**src/rtl/emu_clk_pll_pkg.sv**
```systemverilog
`default_nettype none
// ============================================================================
//  Module   : emu_clk_pll_pkg
//  Brief    : Shared types, default constants and ratio check for the
//             multi-channel emulation PLL.
//  Revision : 1.0 - initial release
// ============================================================================
package emu_clk_pll_pkg;

    typedef enum logic [1:0] {
        OFF     = 2'd0,
        LOCKING = 2'd1,
        LOCKED  = 2'd2
    } pll_state_e;

    localparam int c_def_num_ch  = 4;
    localparam int c_def_ratio_w = 16;
    localparam int c_def_lock_w  = 16;

    // Arguments are zero-extended by the caller so one function serves any RATIO_W <= 32.
    function automatic logic ratio_illegal(input logic [31:0] num, input logic [31:0] den);
        return (den == 32'd0) || (num == 32'd0) || (num > den);
    endfunction

endpackage
`default_nettype wire

```
**src/rtl/emu_clk_pll_chan.sv**
```systemverilog
`default_nettype none
// ============================================================================
//  Module   : emu_clk_pll_chan
//  Brief    : One fractional-ratio clock channel: phase accumulator, lock FSM,
//             lock counter and shadow ratio. EMU_CLK_PLL_GLITCHFREE_EN defers
//             disable/relock until clk_out falls.
//  Revision : 1.0 - initial release
// ============================================================================
module emu_clk_pll_chan
    import emu_clk_pll_pkg::*;
#(
    parameter int RATIO_W = c_def_ratio_w,
    parameter int LOCK_W  = c_def_lock_w
) (
    input  logic               ref_clk,
    input  logic               rst,
    input  logic               enable,
    input  logic [RATIO_W-1:0] num,
    input  logic [RATIO_W-1:0] den,
    input  logic [LOCK_W-1:0]  lock_delay,
    output logic               clk_out,
    output logic               lock,
    output logic               cfg_err
);

`ifdef EMU_CLK_PLL_GLITCHFREE_EN
    localparam bit c_glitchfree = 1'b1;
`else
    localparam bit c_glitchfree = 1'b0;
`endif

    pll_state_e         r_state;
    logic [RATIO_W:0]   r_acc;
    logic [RATIO_W-1:0] r_num_sh;
    logic [RATIO_W-1:0] r_den_sh;
    logic [LOCK_W-1:0]  r_cnt;
    logic               r_clk_out;
    logic               r_lock;
    logic               r_cfg_err;

    logic [RATIO_W:0]   w_sum;
    logic [RATIO_W:0]   w_acc_next;
    logic               w_toggle;
    logic               w_err;
    logic               w_stop;
    logic               w_change;
    logic               w_hold;

    always_comb begin
        w_sum      = r_acc + {1'b0, r_num_sh};
        w_toggle   = (w_sum >= {1'b0, r_den_sh});
        w_acc_next = w_toggle ? (w_sum - {1'b0, r_den_sh}) : w_sum;
        w_err      = ratio_illegal(32'(num), 32'(den));
        w_stop     = !enable || w_err;
        w_change   = (num != r_num_sh) || (den != r_den_sh);
        // A low clk_out cannot be truncated, so only a high phase without a falling edge defers.
        w_hold     = c_glitchfree && r_clk_out && !w_toggle;
    end

    always_ff @(posedge ref_clk) begin
        if (rst) begin
            r_state   <= OFF;
            r_acc     <= '0;
            r_num_sh  <= '0;
            r_den_sh  <= '0;
            r_cnt     <= '0;
            r_clk_out <= 1'b0;
            r_lock    <= 1'b0;
            r_cfg_err <= 1'b0;
        end else begin
            r_cfg_err <= w_err;
            case (r_state)
                OFF: begin
                    r_acc     <= '0;
                    r_clk_out <= 1'b0;
                    r_lock    <= 1'b0;
                    if (!w_stop) begin
                        r_state  <= LOCKING;
                        r_num_sh <= num;
                        r_den_sh <= den;
                        r_cnt    <= lock_delay;
                    end
                end
                default: begin
                    if (w_stop && !w_hold) begin
                        r_state   <= OFF;
                        r_acc     <= '0;
                        r_clk_out <= 1'b0;
                        r_lock    <= 1'b0;
                    end else if (w_stop) begin
                        r_acc     <= w_acc_next;
                        r_clk_out <= r_clk_out ^ w_toggle;
                        r_lock    <= 1'b0;
                    end else if (w_change && !w_hold) begin
                        r_state   <= LOCKING;
                        r_num_sh  <= num;
                        r_den_sh  <= den;
                        r_cnt     <= lock_delay;
                        r_acc     <= '0;
                        r_lock    <= 1'b0;
                        r_clk_out <= c_glitchfree ? 1'b0 : r_clk_out;
                    end else begin
                        r_acc     <= w_acc_next;
                        r_clk_out <= r_clk_out ^ w_toggle;
                        if (r_state == LOCKING) begin
                            if (r_cnt == '0) begin
                                r_state <= LOCKED;
                                r_lock  <= 1'b1;
                            end else begin
                                r_cnt <= r_cnt - 1'b1;
                            end
                        end
                    end
                end
            endcase
        end
    end

    assign clk_out = r_clk_out;
    assign lock    = r_lock;
    assign cfg_err = r_cfg_err;

endmodule
`default_nettype wire

```
**src/rtl/emu_clk_pll_nch.sv**
```systemverilog
`default_nettype none
// ============================================================================
//  Module   : emu_clk_pll_nch
//  Brief    : NUM_CH independent fractional-ratio emulation clocks from one
//             reference clock. Optional macro: EMU_CLK_PLL_GLITCHFREE_EN.
//  Revision : 1.0 - initial release
// ============================================================================
module emu_clk_pll_nch
    import emu_clk_pll_pkg::*;
#(
    parameter int NUM_CH  = c_def_num_ch,
    parameter int RATIO_W = c_def_ratio_w,
    parameter int LOCK_W  = c_def_lock_w
) (
    input  logic                      ref_clk,
    input  logic                      rst,
    input  logic [NUM_CH-1:0]         enable,
    input  logic [NUM_CH*RATIO_W-1:0] numerator,
    input  logic [NUM_CH*RATIO_W-1:0] denominator,
    input  logic [LOCK_W-1:0]         lock_delay,
    output logic [NUM_CH-1:0]         clk_out,
    output logic [NUM_CH-1:0]         lock,
    output logic [NUM_CH-1:0]         cfg_err
);

    for (genvar gi = 0; gi < NUM_CH; gi++) begin : g_ch
        emu_clk_pll_chan #(
            .RATIO_W (RATIO_W),
            .LOCK_W  (LOCK_W)
        ) u_chan (
            .ref_clk    (ref_clk),
            .rst        (rst),
            .enable     (enable[gi]),
            .num        (numerator[gi*RATIO_W +: RATIO_W]),
            .den        (denominator[gi*RATIO_W +: RATIO_W]),
            .lock_delay (lock_delay),
            .clk_out    (clk_out[gi]),
            .lock       (lock[gi]),
            .cfg_err    (cfg_err[gi])
        );
    end

endmodule
`default_nettype wire

```
**config.mk**
```make
export PLATFORM = sky130hd
export DESIGN_NAME = emu_clk_pll_nch
export DESIGN_NICKNAME = d
export VERILOG_FILES = /design/src/rtl/emu_clk_pll_pkg.sv /design/src/rtl/emu_clk_pll_chan.sv /design/src/rtl/emu_clk_pll_nch.sv
export SDC_FILE = /design/constraint.sdc
export NUM_CORES = 1
export LEC_CHECK = 0
export BUFFER_PORTS_ARGS = -buffer_cell sky130_fd_sc_hd__buf_2
export CORE_MARGIN = 4
export CORE_UTILIZATION = 35
export CTS_CLUSTER_SIZE = 8
export DETAILED_ROUTE_END_ITERATION = 16
export PLACE_DENSITY = 0.55
export SLEW_MARGIN = 20
export SYNTH_ARGS = -nofsm -noshare
export SYNTH_HDL_FRONTEND = slang
export SYNTH_SLANG_ARGS = --single-unit
```
**constraint.sdc**
```tcl
create_clock -name ref_clk -period 8.8 [get_ports ref_clk]
set_input_delay 0 -clock ref_clk [delete_from_list [all_inputs] [get_ports ref_clk]]
set_output_delay 0 -clock ref_clk [all_outputs]
set_load 0.05 [all_outputs]
```
==> After elaboration in Yosys (flattened, before gate mapping) <==
Index checks and enable logic that the tools add are counted.
{ "totals": {"ramBits": 0, "input_bits": 150, "out_inout_bits": 12, "ff_bits": 280, "memories": 0, "mem_bits_ro": 0, "wordCells": 240, "latch_bits": 0} }
{ "classes": {"n_bitwise": 8, "n_reduce_logical": 76, "addsub": 12, "magnitude_cmp": 8, "multipliers": 0, "n_mux": 84, "n_eq_ne": 20, "n_div": 0, "shift": 0} }
{ "op_table": {"columns": ["cell", "n"], "rows": [
  ["2-to-1 mux 16 bit", 56],
  ["zero test 16 bit", 12],
  ["!= test 16 bit", 8],
  ["adder 17 x 16 -> 17 bit", 4],
  ["greater-or-equal comparator 17 x 16 -> 1 bit", 4],
  ["2-to-1 mux 17 bit", 4],
  ["subtractor 17 x 16 -> 17 bit", 4],
  ["greater-than comparator 16 bit", 4],
  ["subtractor 16 x 1 -> 16 bit, second input constant", 4],
  ["2-to-1 mux 2 bit", 24],
  ["nonzero test 4 bit", 8],
  ["AND reduction 3 bit", 8],
  ["logical OR 1 bit", 16],
  ["AND reduction 2 bit", 8],
  ["OR reduction 4 bit", 4],
  ["!= test 3 x 2 -> 1 bit, second input constant", 4],
  ["nonzero test 3 bit", 4],
  ["OR reduction 3 bit", 4],
  ["equality test 2 x 1 -> 1 bit, second input constant", 4],
  ["zero test 2 bit", 4],
  ["!= test 2 bit, second input constant", 4],
  ["nonzero test 2 bit", 4],
  ["zero test 1 bit", 4],
  ["inverter 1 bit", 4],
  ["bitwise XOR 1 bit", 4]
]} }

==> Depth between registers and ports, before layout <==
Gate-level depths: netlist of run 1.
{ "logic_depth": {"depth_word": 6, "mapped_depth": 19, "depth_no_buf": 17} }

==> Hierarchy <==
Synthesis of run 1 repeated with hierarchy kept, for this count alone.
{ "unflattened": {"hier_cells": 2741, "area_unflattened_um2": 22311.4} }
{ "by_module_without_submodules": {"columns": ["mod", "seq_area_each_um2", "area_per_inst_um2", "instances", "cells_each"], "rows": [
  ["emu_clk_pll_chan (g_ch[0].u_chan ...)", 1401.3, 5577.8, 2, 689],
  ["emu_clk_pll_chan (g_ch[2].u_chan)", 1401.3, 5788.1, 1, 697],
  ["emu_clk_pll_chan (g_ch[3].u_chan)", 1401.3, 5367.6, 1, 666]
]} }

==> Worst setup path before layout of run 1 <==
No wires, ideal clock.
{ "synth_path": {"path_type": "register to register", "from": "reg g_ch[1].u_chan.r_num_sh[1]", "to": "reg g_ch[1].u_chan.r_acc[10]", "t_required_ns": 8.672, "path_buffers": 2, "arrival_time_ns": 3.978, "period_less_slack_ns": 4.106, "stages_incl_launch_ff": 19, "setup_time_ns": 0.128, "slack_ns": 4.694, "cell_sequence": "dfxtp_1 > ha_1 > a211oi_1 > o21ai_0 > a31oi_1 > o21ai_0 > a31o_2 > o41ai_1 > xnor2_1 > ha_1 > nand4_1 > nor3_1 > a21oi_1 > or4b_1 > a22oi_1 > buf_4 > buf_6 > mux2i_1 > nor2_1"} }
{ "synth_via": {"elab_chain_cells": 3, "elab_cells_between_ends": 7, "cone_classes": "add/sub: 2; order compare: 1; eq/ne: 1; mux: 1; reduce/logical: 2"} }
{ "synth_rtl": {"columns": ["element", "line_no", "rtl"], "rows": [
  ["start: declaration", "emu_clk_pll_chan.sv:34", "logic [RATIO_W-1:0] r_num_sh;"],
  ["start signal: assignment", "emu_clk_pll_chan.sv:79", "r_num_sh <= num;"],
  ["start signal: assignment", "emu_clk_pll_chan.sv:96", "r_num_sh <= num;"],
  ["adder 17 x 16 -> 17 bit / != test 16 bit (equally long branches)", "emu_clk_pll_chan.sv:50, emu_clk_pll_chan.sv:55", null],
  ["subtractor 17 x 16 -> 17 bit, or another cell as far along", "emu_clk_pll_chan.sv:52", "w_acc_next = w_toggle ? (w_sum - {1'b0, r_den_sh}) : w_sum;"],
  ["2-to-1 mux 17 bit / OR reduction 4 bit (equally long branches)", null, null],
  ["end signal: assignment", "emu_clk_pll_chan.sv:91", "r_acc <= w_acc_next;"],
  ["end signal: assignment", "emu_clk_pll_chan.sv:103", "r_acc <= w_acc_next;"],
  ["end: declaration", "emu_clk_pll_chan.sv:33", "logic [RATIO_W:0] r_acc;"]
]} }
Several ways; a longest one is shown, not always the timed one.
A chain may end at the register's enable or synchronous reset.

==> Worst setup path in the final report of run 1 <==
{ "layout_path": {"from": "reg g_ch[3].u_chan.r_num_sh[1]", "to": "reg g_ch[3].u_chan.r_acc[2]"} }
{ "layout_via": {"elab_chain_cells": 3, "elab_cells_between_ends": 7, "cone_classes": "add/sub: 2; order compare: 1; eq/ne: 1; mux: 1; reduce/logical: 2"} }
{ "layout_rtl": {"columns": ["element", "line_no"], "rows": [
  ["start: declaration", "emu_clk_pll_chan.sv:34"],
  ["start signal: assignment", "emu_clk_pll_chan.sv:79"],
  ["start signal: assignment", "emu_clk_pll_chan.sv:96"],
  ["adder 17 x 16 -> 17 bit / != test 16 bit (equally long branches)", "emu_clk_pll_chan.sv:50, emu_clk_pll_chan.sv:55"],
  ["subtractor 17 x 16 -> 17 bit, or another cell as far along", "emu_clk_pll_chan.sv:52"],
  ["2-to-1 mux 17 bit / OR reduction 4 bit (equally long branches)", null],
  ["end signal: assignment", "emu_clk_pll_chan.sv:91"],
  ["end signal: assignment", "emu_clk_pll_chan.sv:103"],
  ["end: declaration", "emu_clk_pll_chan.sv:33"]
]} }
Several ways; a longest one is shown, not always the timed one.

==> results of run 1 <==
cell usage in the layout, fill, tap and decap left out, drive strengths merged, types with 73 or more instances in the layout:
cell type and n:
a21o 73, a21oi 276, buf 181, dfxtp 280, dlygate4sd3 165, ha 196, inv 191, mux2i 116
nand2 137, nor2 274, nor3 78, nor4 78, o21ai 127, xnor2 138, xor2 88
power by group:
part,internal [mW],switching (mW)
clock,0.860,0.596
combinational,0.542,0.737
sequential,1.33,0.0653
total,2.74,1.40
synthesized netlist by cell type (all sizes together) (19+ instances only):
library cell,n,area [sq um]
and2,23,144
nand4,67,419
inv,191,717
xnor2,138,1210
a21oi,276,1380
mux2i,116,1160
or3,30,193
a31oi,19,119
o21ai,127,639
nor2,274,1030
clkbuf,75,282
nor3,78,410
nor2b,27,169
dfxtp,280,5610
nand2,137,514
ha,196,2450
o21a,22,165
xor2,88,771
a21o,73,548
buf,42,256
nand3,48,240
a211oi,40,310
nor4,78,488
sequential cells by signal, summed over array words and instances (netlist names):
register	cells
g_ch.u_chan.clk_out	4
g_ch.u_chan.cfg_err	4
g_ch.u_chan.r_cnt	64
g_ch.u_chan.r_state	8
g_ch.u_chan.lock	4
g_ch.u_chan.r_den_sh	64
g_ch.u_chan.r_acc	68
g_ch.u_chan.r_num_sh	64
layer usage:
| layer | global-route usage | wire [microns] | up-vias |
|---|---|---|---|
| met1 | 0.262 | 30100 | 9681 |
| met3 | 0.0332 | 3720 | 188 |
| met5 | 0 | 12 | - |
| met4 | 0.0681 | 2330 | 2 |
| met2 | 0.350 | 32200 | 645 |
| li1 | - | - | 10300 |
timing repair:
| action | 4_1_cts | 5_1_grt |
|---|---|---|
| endpoints found under the hold margin | 180 | 0 |
| hold buffers | 165 | 0 |
| setup endpoints to repair | 0 | 0 |
through the flow:
stage	power (mW)	worst slack, ns	area, sq um
floorplan	2.31	4.69	21400
global placement	2.61	4.03	22800
detailed placement	2.62	3.91	22800
CTS	4.17	3.88	25600
global route	4.38	3.47	25600
finish	4.13	3.97	25600
final cells by class:
class,instances,area (sq um)
timing repair buffer,346,2610
sequential,280,5610
tap,782,978
fill,5994,34800
clock inverter,1,16.3
inverter,191,717
clock buffer,48,1090
antenna,1,2.50
multi-input combinational,2107,14600
worst max-delay path, cell delays in order, from the launching register on:
cell       delay, ns
dfxtp_1         0.42
ha_1            0.28
a211oi_1        0.26
o21ai_0         0.24
a2111oi_0       0.64
o21ai_0         0.33
nand4_1         0.15
or3b_2          0.49
ha_1            0.39
and3_1          0.24
nand2_1         0.07
nor4_1          0.24
or3_1           0.59
nor4_1          0.12
a211oi_1        0.27
path summary, 6_finish.rpt:
check                                          start                                     end  cells past startpoint
min                                        enable[3]  g_ch[3].u_chan.r_state[0]$_SDFFE_PP0P_                      5
max          g_ch[3].u_chan.r_num_sh[1]$_SDFFE_PP0P_      g_ch[3].u_chan.r_acc[2]$_SDFF_PP0_                     14
max reg2reg  g_ch[3].u_chan.r_num_sh[1]$_SDFFE_PP0P_      g_ch[3].u_chan.r_acc[2]$_SDFF_PP0_                     14
min reg2reg    g_ch[0].u_chan.r_cnt[12]$_SDFFE_PP0P_   g_ch[0].u_chan.r_cnt[12]$_SDFFE_PP0P_                      2
logic make-up (layout without fill, tap and decap cells):
group	Yosys count	in the layout	share of synthesized area
AND/OR/NAND/NOR	841	841	0.196
AO/OA/AOI/OAI	712	712	0.210
multiplexers	124	124	0.0585
XOR/XNOR	226	226	0.0925
flip-flops	280	280	0.262
buffers and inverters	308	586	0.0587
other	0	1	0
adder cells (fa/ha/maj)	204	204	0.122
==> flow_summary.toml, run 1 <==
[run_status]
run_status = "finished, final reports clean"

[detailed_routing]
drtIter0Drc = 1265
routedWlPerCell_microns = 18.2
remaining_drc_errors = 0
vias_per_cell = 5.53
drtAntennaViolNets = 0
drt-total-wl_microns = 68400
dr.pass1.iters = 6
vias = 20800

[global_route]
grt_overflow_total = 0
grt_max_degree = 85
grt_pass1_vias = 20300
grt_usage = 0.204
antenna_found_initial = 4
grt_first_pass_wirelength_microns = 108000

[cts]
clkSinkCount = 280
clockRootBuffer = "clkbuf_16"
post_cts_resized = 0
cts_setup_buffers = 0
clock_latency_ns = 0.57
h-tree-depth = 2
cts_buffer_depth = 3
cts_buffers = 41
clk_pin_slew_ns = 0.05
tritoncts = "yes"

[synth]
synth_cells = 2695
ys.flop_type = "dfxtp_1"
async_reset_ff_frac = 0
synth_edf_count = 0
syn-num-nets = 3049
synth_cell_types = 85
seq_area_frac_synth = 0.262
synth.avg_cell_area_sq_um = 7.94
synth_area_sq_mm = 0.0214
yosys_warnings = 0
ys_ff_latch = 280

[sta]
timing.fmax_mhz = 207
period_minus_slack_ns = 4.83
tightest_slew_ns = 0.991
max_slew_margin = 0.339
skew_ns = 0.0306
setup_violations = 0
report.final.slew_viol_count = 0
rsz0062_at_grt = "false"
min_period_over_period = 0.549
hold_violations = 0
holdWs_ns = 0.0518
setup_tns_ns = 0

[setup_path]
worstPathRequired_ns = 9.26
crit_type = "register to register"
path_max_fanout = 17
crit_path_end_kind = "register"
cp-start-kind = "register"
arrival_ns = 5.30
reg2reg_slack_ns = 3.97

[cells_and_area]
fin_cells = 3756
area_growth_pct = 19.8
final_util = 0.424
fin_nets = 3321
final_layout_size_suffix_gt1_frac = 0.0965

[die]
start_util = 0.354
core-area_sq_mm = 0.0605
ioPinCount = 162
rows = 90
die_w_microns = 255
die_area_sq_mm = 0.0652
die_h_microns = 255

[power]
p_per_area_mw_per_mm2 = 161
peakVddDrop_uv = 120
leakagePower_nw = 11.2

[placement]
port_buffers = 161
place.gp.congestion = 0.907
placed_cells = 3541
hpwl_microns = 50300

[worst_hold_path]
min-delay-path-class = "input pin to register"

[job]
cap_violations = 0
No activity file was read; power rests on OpenSTA's default activity.
==> inputs of run 2 (changes only) <==
==> constraint.sdc (replaced) <==
create_clock -name ref_clk -period 4.45 [get_ports ref_clk]
set_input_delay 0 -clock ref_clk [delete_from_list [all_inputs] [get_ports ref_clk]]
set_output_delay 0 -clock ref_clk [all_outputs]
set_load 0.05 [all_outputs]
==> run 2 against run 1 <==
Utilization increased by 0.92 points. Worst setup slack got worse by 3.7 ns. Clock skew decreased by 0.0077 ns. Die area unchanged. Largest cell class unchanged. First-iteration DRC count increased by 16%. Register-to-register slack got worse by 3.7 ns. Largest power group unchanged. Total power increased by 100%. Final cell count increased by 1.3%. Non-clock buffer count increased by 50. Sequential power increased by 98%. Via count increased by 1.5%. Global-route usage increased by 0.41 points. Critical endpoint is now g_ch[3].u_chan.clk_out$_SDFFE_PP0N_.
==> flow_summary.toml, run 2 (synthesis results as in run 1) <==
[die]
rows = 90
die_area_sq_mm = 0.0652
core-area_sq_mm = 0.0605
ioPinCount = 162
die_h_microns = 255
die_w_microns = 255
start_util = 0.354

[detailed_routing]
remaining_drc_errors = 0
vias = 21100
drtAntennaViolNets = 0
vias_per_cell = 5.54
routedWlPerCell_microns = 18.3
drtIter0Drc = 1462
drt-total-wl_microns = 69700
dr.pass1.iters = 5

[setup_path]
worstPathBufferInverterCount = 2
slowest_delay_ns = 0.74
worstRegToRegCells = 17
slowest_stage = "or4b_2"
crit_type = "register to register"
cp-start-kind = "register"
arrival_ns = 4.72
path_max_fanout = 8
cp_cell_sequence = "ha_1 -> a211oi_2 -> o21ai_2 -> a21o_1 -> a21oi_2 -> nor4b_1 -> or4b_2 -> ha_4 -> o21a_1 -> nor2_1 -> or2_2 -> a31oi_1 -> buf_4 -> o21ai_1 -> buf_4 -> a31oi_1 -> mux2i_1"
worstPathRequired_ns = 4.94
critical_path.top_delay_family = "compound AO/OA/AOI/OAI gates"
path_depth = 17
crit_path_end_kind = "register"

[cts]
clkSinkCount = 280
clk_pin_slew_ns = 0.05
clock_latency_ns = 0.57
cts_buffer_depth = 3
tritoncts = "yes"
cts_buffers = 41
clockRootBuffer = "clkbuf_16"
h-tree-depth = 2

[job]
cap_violations = 0

[sta]
skew_ns = 0.0229
timing.fmax_mhz = 237
report.final.slew_viol_count = 0
tightest_slew_ns = 0.994
period_minus_slack_ns = 4.23
hold_violations = 0
setup_violations = 0
max_slew_margin = 0.338
min_period_over_period = 0.949
setup_tns_ns = 0

[cells_and_area]
mostFrequentLayoutCells = "dfxtp_1 (279), a21oi_1 (274), nor2_1 (272), inv_1 (191), ha_1 (191)"
final_layout_size_suffix_gt1_frac = 0.115
regMostFlops = "g_ch.u_chan.r_acc"
fin_cells = 3805
final_common_cell = "dfxtp_1"
area_growth_pct = 22.4
finish.instance_area_sq_mm = 0.0262
antenna_cells = 0
largest_reg_flops = 68
final_util = 0.433
fin_nets = 3371

[global_route]
grt_max_degree = 83
gr-usage-met2 = 0.354
antenna_found_initial = 1
top_usage_layer = "met2"
grt_first_pass_wirelength_microns = 110000
grt_overflow_total = 0
grt_pass1_vias = 20700
grt_usage = 0.208
grt_util_met1 = 0.268
grtUsageMet3 = 0.0358

[placement]
placed_cells = 3566
port_buffers = 161
place_area_sq_mm = 0.0230
hpwl_microns = 51200
place.gp.congestion = 0.910

[power]
leakagePower_nw = 11.5
finalPower_mw = 8.31
peakVddDrop_uv = 199
p_per_area_mw_per_mm2 = 317

[worst_hold_path]
min-delay-path-class = "input pin to register"
hold-path-cell-count = 5

[run_status]
run_status = "finished, final reports clean"
## run 2: through the flow
step           hold slack, ns  setup slack (ns)
6_report               0.0621             0.225
5_1_grt                0.0692           -0.0613
4_1_cts                0.0313            0.0364
3_5_place_dp            0.310            -0.142
3_3_place_gp            0.299           -0.0847
2_1_floorplan           0.140             0.344
## run 2: what timing repair did
action / 4_1_cts / 5_1_grt
pin swaps: 0 / 15
hold endpoints to repair: 183 / 0
setup buffers: 0 / 11
gates resized for setup: 2 / 39
hold buffers: 179 / 0
endpoints found under the setup margin: 18 / 69
## run 2: report_power, final
part / total, mW / switching (mW) / internal (mW)
Clock: 2.87 / 1.21 / 1.66
Sequential: 2.77 / 0.130 / 2.64
Combinational: 2.68 / 1.50 / 1.17
Total: 8.31 / 2.84 / 5.47
## run 2: cell type report
class                   count  area, sq um
fillers                  5942        34300
clock inverters             4         42.5
multi-input cells        2107        14700
inverters                 191          717
well taps                 782          978
repair buffers            396         3040
clock buffers              45         1050
flip-flops and latches    280         5610
## run 2: path summary, 6_finish.rpt
| check | endpoint | from | slack [ns] |
|---|---|---|---|
| worst min register to register | g_ch[0].u_chan.lock$_SDFFE_PP0P_ | g_ch[0].u_chan.lock$_SDFFE_PP0P_ | 0.45 |
| worst min-delay path | g_ch[3].u_chan.r_state[0]$_SDFFE_PP0P_ | enable[3] | 0.06 |
| worst max register to register | g_ch[3].u_chan.clk_out$_SDFFE_PP0N_ | g_ch[3].u_chan.r_num_sh[1]$_SDFFE_PP0P_ | 0.22 |
| worst max-delay path | g_ch[3].u_chan.clk_out$_SDFFE_PP0N_ | g_ch[3].u_chan.r_num_sh[1]$_SDFFE_PP0P_ | 0.22 |
## run 2: layer usage
| metal | vias to the layer above | share of wire | wire length [microns] |
|---|---|---|---|
| met3 | 172 | 0.050 | 3510 |
| met1 | 10000 | 0.44 | 30800 |
| met4 | 2 | 0.035 | 2460 |
| li1 | 10300 | - | - |
| met2 | 577 | 0.47 | 33000 |
| met5 | - | 0.00019 | 13 |
## run 2: worst reg2reg max path, cell delays in order, from the launching register on
cell and delay [ns]:
dfxtp_1 0.41, ha_1 0.29, a211oi_2 0.27, o21ai_2 0.14, a21o_1 0.18, a21oi_2 0.21, nor4b_1 0.07, or4b_2 0.74
ha_4 0.33, o21a_1 0.11, nor2_1 0.04, or2_2 0.27, a31oi_1 0.20, buf_4 0.16, o21ai_1 0.09, buf_4 0.19
a31oi_1 0.25, mux2i_1 0.20
